==> config.mk <==
export PLATFORM = sky130hd
export DESIGN_NAME = uart_tx_buf
export DESIGN_NICKNAME = d
export VERILOG_FILES = /design/src/rtl/uart_tx_buf.sv
export SDC_FILE = /design/constraint.sdc
export NUM_CORES = 1
export LEC_CHECK = 0
export ABC_CLOCK_PERIOD_IN_PS = 2720
export BUFFER_PORTS_ARGS = -buffer_cell sky130_fd_sc_hd__buf_2
export CORE_MARGIN = 2
export CORE_UTILIZATION = 55
export DETAILED_ROUTE_END_ITERATION = 8
export GPL_TIMING_DRIVEN = 1
export HOLD_SLACK_MARGIN = 0.05
export PLACE_DENSITY = 0.8
export SLEW_MARGIN = 10
export SYNTH_ARGS = -nofsm -noshare
export SYNTH_HDL_FRONTEND = slang
export SYNTH_SLANG_ARGS = --single-unit
==> constraint.sdc <==
create_clock -name clk -period 2.72 [get_ports clk]
set_input_delay 0.68 -clock clk [delete_from_list [all_inputs] [get_ports clk]]
set_output_delay 0.68 -clock clk [all_outputs]
set_load 0.01 [all_outputs]
==> src/rtl/uart_tx_buf.sv <==
// Buffered 8N1 UART transmitter: valid/ready byte intake, power-of-two FIFO, LSB-first serialiser.
// Optional even-parity bit compiled in when UART_TX_PARITY_EN is defined.
module uart_tx_buf #(
  parameter int CLK_FREQ   = 50_000_000,
  parameter int UART_BPS   = 115200,
  parameter int FIFO_DEPTH = 16,
  localparam int LW        = $clog2(FIFO_DEPTH) + 1
) (
  input  logic          clk,
  input  logic          rst,
  input  logic [7:0]    tx_data,
  input  logic          tx_valid,
  output logic          tx_ready,
  output logic          uart_txd,
  output logic          busy,
  output logic [LW-1:0] fifo_level
);

  localparam int BPS_CNT = CLK_FREQ / UART_BPS;
  localparam int CW      = (BPS_CNT > 1) ? $clog2(BPS_CNT) : 1;
  localparam int AW      = $clog2(FIFO_DEPTH);
  localparam logic [CW-1:0] CNT_MAX  = CW'(BPS_CNT - 1);
  localparam logic [LW-1:0] LVL_FULL = LW'(FIFO_DEPTH);

  typedef enum logic [2:0] {
    S_IDLE,
    S_START,
    S_DATA,
`ifdef UART_TX_PARITY_EN
    S_PARITY,
`endif
    S_STOP
  } state_t;

  logic [7:0]    r_mem [FIFO_DEPTH];
  logic [AW-1:0] r_wptr, r_rptr;
  logic [LW-1:0] r_level, w_level_nxt;
  logic          w_push, w_pop, w_empty, w_full;

  state_t        r_state, w_state_nxt;
  logic [CW-1:0] r_cnt, w_cnt_nxt;
  logic [2:0]    r_idx, w_idx_nxt;
  logic [7:0]    r_shift, w_shift_nxt;
  logic          w_tick;
  logic          r_txd, w_txd_nxt;
  logic          r_busy;

  assign w_full     = (r_level == LVL_FULL);
  assign w_empty    = (r_level == '0);
  assign w_push     = tx_valid && !w_full;
  assign w_tick     = (r_cnt == CNT_MAX);
  assign tx_ready   = !w_full;
  assign uart_txd   = r_txd;
  assign busy       = r_busy;
  assign fifo_level = r_level;

  always_ff @(posedge clk) begin
    if (w_push) r_mem[r_wptr] <= tx_data;
  end

  always_comb begin
    w_level_nxt = r_level;
    if (w_push && !w_pop)      w_level_nxt = r_level + LW'(1);
    else if (!w_push && w_pop) w_level_nxt = r_level - LW'(1);
  end

  always_ff @(posedge clk or posedge rst) begin
    if (rst) begin
      r_wptr  <= '0;
      r_rptr  <= '0;
      r_level <= '0;
    end else begin
      if (w_push) r_wptr <= r_wptr + 1'b1;
      if (w_pop)  r_rptr <= r_rptr + 1'b1;
      r_level <= w_level_nxt;
    end
  end

  always_comb begin
    w_state_nxt = r_state;
    w_cnt_nxt   = r_cnt;
    w_idx_nxt   = r_idx;
    w_shift_nxt = r_shift;
    w_pop       = 1'b0;
    case (r_state)
      S_IDLE: begin
        w_cnt_nxt = '0;
        if (!w_empty) begin
          w_pop       = 1'b1;
          w_shift_nxt = r_mem[r_rptr];
          w_idx_nxt   = '0;
          w_state_nxt = S_START;
        end
      end
      S_START: begin
        w_cnt_nxt = r_cnt + CW'(1);
        if (w_tick) begin
          w_cnt_nxt   = '0;
          w_state_nxt = S_DATA;
        end
      end
      S_DATA: begin
        w_cnt_nxt = r_cnt + CW'(1);
        if (w_tick) begin
          w_cnt_nxt = '0;
          if (r_idx == 3'd7) begin
`ifdef UART_TX_PARITY_EN
            w_state_nxt = S_PARITY;
`else
            w_state_nxt = S_STOP;
`endif
          end else begin
            w_idx_nxt = r_idx + 3'd1;
          end
        end
      end
`ifdef UART_TX_PARITY_EN
      S_PARITY: begin
        w_cnt_nxt = r_cnt + CW'(1);
        if (w_tick) begin
          w_cnt_nxt   = '0;
          w_state_nxt = S_STOP;
        end
      end
`endif
      S_STOP: begin
        w_cnt_nxt = r_cnt + CW'(1);
        if (w_tick) begin
          w_cnt_nxt = '0;
          // Reload straight into START so queued frames run back to back.
          if (!w_empty) begin
            w_pop       = 1'b1;
            w_shift_nxt = r_mem[r_rptr];
            w_idx_nxt   = '0;
            w_state_nxt = S_START;
          end else begin
            w_state_nxt = S_IDLE;
          end
        end
      end
      default: w_state_nxt = S_IDLE;
    endcase
  end

  // Line level is registered from the next state so START appears right after the load edge.
  always_comb begin
    w_txd_nxt = 1'b1;
    case (w_state_nxt)
      S_START:  w_txd_nxt = 1'b0;
      S_DATA:   w_txd_nxt = w_shift_nxt[w_idx_nxt];
`ifdef UART_TX_PARITY_EN
      S_PARITY: w_txd_nxt = ^w_shift_nxt;
`endif
      default:  w_txd_nxt = 1'b1;
    endcase
  end

  always_ff @(posedge clk or posedge rst) begin
    if (rst) begin
      r_state <= S_IDLE;
      r_cnt   <= '0;
      r_idx   <= '0;
      r_shift <= '0;
      r_txd   <= 1'b1;
      r_busy  <= 1'b0;
    end else begin
      r_state <= w_state_nxt;
      r_cnt   <= w_cnt_nxt;
      r_idx   <= w_idx_nxt;
      r_shift <= w_shift_nxt;
      r_txd   <= w_txd_nxt;
      r_busy  <= (w_state_nxt != S_IDLE) || (w_level_nxt != '0);
    end
  end

endmodule

==> run summary <==
### Synthesis
* 16.7 sq um — post-synthesis average cell area
* 445 — nets in the synthesized netlist
* 166 — flops & latches, synth
* sky130_fd_sc_hd__edfxtp_1 — most used flip-flop cell after synthesis
* sky130_fd_sc_hd__edfxtp_1 — cell type with the highest aggregate area in the netlist
* 22.9% — proportion of register bits with asynchronous set or reset after synthesis
* 0.00706 sq mm — post-synthesis cell area
* 54.4% — Synth top area share
* 0 — Yosys warning count
* 67.9% — sequential element share of the synthesized area
* 423 — Gate Count Post-Synth
* 54 — number of library cell types mapped by synthesis
* 128 — count of flip-flops with a built-in enable after synthesis
* sky130_fd_sc_hd__edfxtp_1, sky130_fd_sc_hd__dfrtp_1, sky130_fd_sc_hd__mux4_2 — top cells by area in the synthesized netlist

### Timing
* 0.676 ns — transition time at the pin with the least slew margin
* 0 — endpoints failing setup
* 0.00888 ns — Fin Clk Skew
* 54.9% — normalized max-slew margin
* 388 MHz — Max Clk Rate
* 2.58 ns — shortest period the worst path allows
* 0 — number of pins with negative max-slew slack in the final report
* 94.7% — share of the clock period used by the worst path
* 0 — count of endpoints failing hold in the final timing report
* 0.144 ns — Final Worst Setup Slack

### Drt
* 0 — number of routed nets with antenna violations
* 7 — first drt pass iteration count
* 22.0 um — per-cell routed wire length
* 3905 — Vias
* 14200 um — total routed wirelength
* 6.05 — via/cell ratio
* 0 — drc violations
* 411 — drt initial violations

### Place
* 0.00741 sq mm — DP Area
* 0.868 — routability congestion estimate
* 18 — count of input and output buffers
* 0.00568 ns — setup slack after placement
* 610 — number of instances in the placed design
* 9170 um — hpwl dp

### Final layout
* 25.4% — fraction of final layout cells sized beyond drive strength 1
* 482 — Final #Nets
* 0 — count of antenna diodes in the layout
* 0.00803 sq mm — finished layout cell area
* 13.7% — Syn-to-layout area delta
* 645 — final instance count without filler cells

### Clocking
* 17 — number of buffers created by CTS
* 0.43 ns — clock insertion delay at the later pin of the skew report
* sky130_fd_sc_hd__clkbuf_16 — cell chosen for the clock root
* 4 — H-tree depth
* done — clock tree from TritonCTS
* 0.06 ns — post-CTS clock slew at the launch and capture registers of the worst setup and hold paths
* 166 — clock net sink count
* 2 — Clock Tree Buf Depth
* 0 — number of buffers added to fix hold violations after cts

### Worst setup path
* flip-flop — kind of end point of the critical path
* 2.88 ns — data arrival at the endpoint of the critical path
* flip-flop — Critical Path Start Type
* reg -> reg — class of the most critical setup path
* 3.03 ns — endpoint required time on the critical path
* 6 — maximum fanout along the worst path

### Floorplan
* 56.2% — Initial Utilization
* 19 — I/O pin count
* 41 — Core Rows
* 117 um — die span in y
* 117 um — floorplan die width
* 0.0138 sq mm — area enclosed by the die boundary
* 0.0126 sq mm — core area

### Power
* 0.000542 V — Peak supply drop
* 970 mW/mm^2 — Cell Pwr Density
* 2.88 nW — cell leakage power

### Global route
* 0 — number of antenna violations at the first check in global routing
* 22800 um — global-route wire length before repair
* 39 — largest net degree at the start of global routing
* 22.3% — global-route usage over all layers
* 0 — grt total ovfl
* 4047 — number of global-route vias before repair

### Min path
* in -> async — Hold/Removal Path Class

### Flow run
* 0 — # Max-Cap Violations

### Status
* finished, final reports clean — outcome

cell families (layout without fill, tap and decap cells):
group / count (synthesis) / after routing / share of synthesized area [%]
xor gates and xnor gates: 16 / 16 / 1.98
DFF: 166 / 166 / 67.9
and+or+nand+nor: 122 / 122 / 9.90
adders and majority gates: 11 / 11 / 1.95
muxes: 38 / 38 / 12.1
AOI/OAI and AO/OA: 43 / 43 / 4.53
other: 1 / 1 / 0.0531
buffers and inverters: 26 / 76 / 1.58
per-stage QoR:
stage	power (mW)	hold slack (ns)	TNS (ns)	util (%)
floorplan	4.80	0.427	0	-
global placement	5.37	0.454	0	59.0
detailed placement	5.46	0.462	0	59.0
CTS	7.80	0.370	0	63.7
global route	8.14	0.414	-0.0158	63.9
finish	7.79	0.360	0	63.9
path summary, 6_finish.rpt:
path / start / slack (ns) / cells after the start / end
worst max register to register: fifo_level[0] / 0.14 / 9 / busy
worst min register to register: r_shift[6] / 0.48 / 2 / r_shift[6]
worst min-delay path: rst / 0.36 / 3 / r_cnt[0]
min in group clk: r_shift[6] / 0.48 / 2 / r_shift[6]
max in group asynchronous: rst / 2.00 / 3 / r_rptr[0]
worst max-delay path: fifo_level[0] / 0.14 / 9 / busy
critical path, stage by stage (launching register included):
cell and delay [ns]:
sky130_fd_sc_hd__dfrtp_1 0.42, sky130_fd_sc_hd__inv_1 0.14, sky130_fd_sc_hd__ha_1 0.20, sky130_fd_sc_hd__nand4bb_1 0.17
sky130_fd_sc_hd__nand2_2 0.18, sky130_fd_sc_hd__nand4_1 0.17, sky130_fd_sc_hd__a21boi_2 0.20, sky130_fd_sc_hd__xnor2_1 0.14
sky130_fd_sc_hd__or4_1 0.51, sky130_fd_sc_hd__or3_1 0.32
cells in the mapped netlist (5+ instances only):
cell	count
sky130_fd_sc_hd__a21oi_1	8
sky130_fd_sc_hd__and2_1	15
sky130_fd_sc_hd__and4_1	5
sky130_fd_sc_hd__buf_2	5
sky130_fd_sc_hd__clkbuf_1	11
sky130_fd_sc_hd__dfrtp_1	37
sky130_fd_sc_hd__edfxtp_1	128
sky130_fd_sc_hd__ha_1	11
sky130_fd_sc_hd__inv_1	8
sky130_fd_sc_hd__mux4_2	38
sky130_fd_sc_hd__nand2_1	41
sky130_fd_sc_hd__nand3_1	8
sky130_fd_sc_hd__nor2_1	13
sky130_fd_sc_hd__nor3_1	8
sky130_fd_sc_hd__o21ai_0	9
sky130_fd_sc_hd__xnor2_1	13
layout make-up:
type	count	area (sq um)
clock buffer	17	425
clock inverter	15	153
fill	835	4540
inverter	8	30.0
multi-input combinational	231	2170
sequential	166	4800
tap	172	215
timing repair buffer	36	238
where the power goes:
part           switching, mW  internal [mW]  leakage, nW
clock                  0.975           1.36        0.283
sequential             0.310           3.11         1.63
combinational           1.02           1.02        0.962
cell usage in the layout (no fill, tap or decap), drive strengths merged, types with 3 or more instances in the layout:
cell type / n
a211oi: 3
a21o: 4
a21oi: 9
and2: 16
and3: 4
and4: 5
buf: 36
clkbuf: 17
clkinv: 7
dfrtp: 37
edfxtp: 128
ha: 11
inv: 13
mux4: 38
nand2: 41
nand3: 8
nand4: 4
nor2: 13
nor2b: 3
nor3: 8
nor4bb: 3
o2111ai: 3
o21ai: 9
o31ai: 3
or2: 3
xnor2: 13
xor2: 3
repair_timing:
item / in CTS / in global routing
pin swaps: 1 / 2
gates resized for setup: 0 / 5
buffers inserted: 1 / 2
endpoints found under the setup margin: 1 / 2
endpoints found under the hold margin: 0 / 0
registers in the layout, summed over array words and instances, names as in the netlist:
name / count
fifo_level: 5
r_state: 3
r_wptr: 4
r_mem: 128
r_cnt: 9
r_idx: 3
r_shift: 8
busy: 1
uart_txd: 1
r_rptr: 4
routing by layer:
layer  share of wire, %  vias to the layer above  global-route usage [%]
li1                   -                     1728                       -
met1                 40                     1948                    29.4
met4                3.1                        0                    10.7
met3                7.6                       40                    5.93
met5                  0                        -                       0
met2                 49                      189                    35.0
Note: power is estimated with default switching activity, not from simulation.
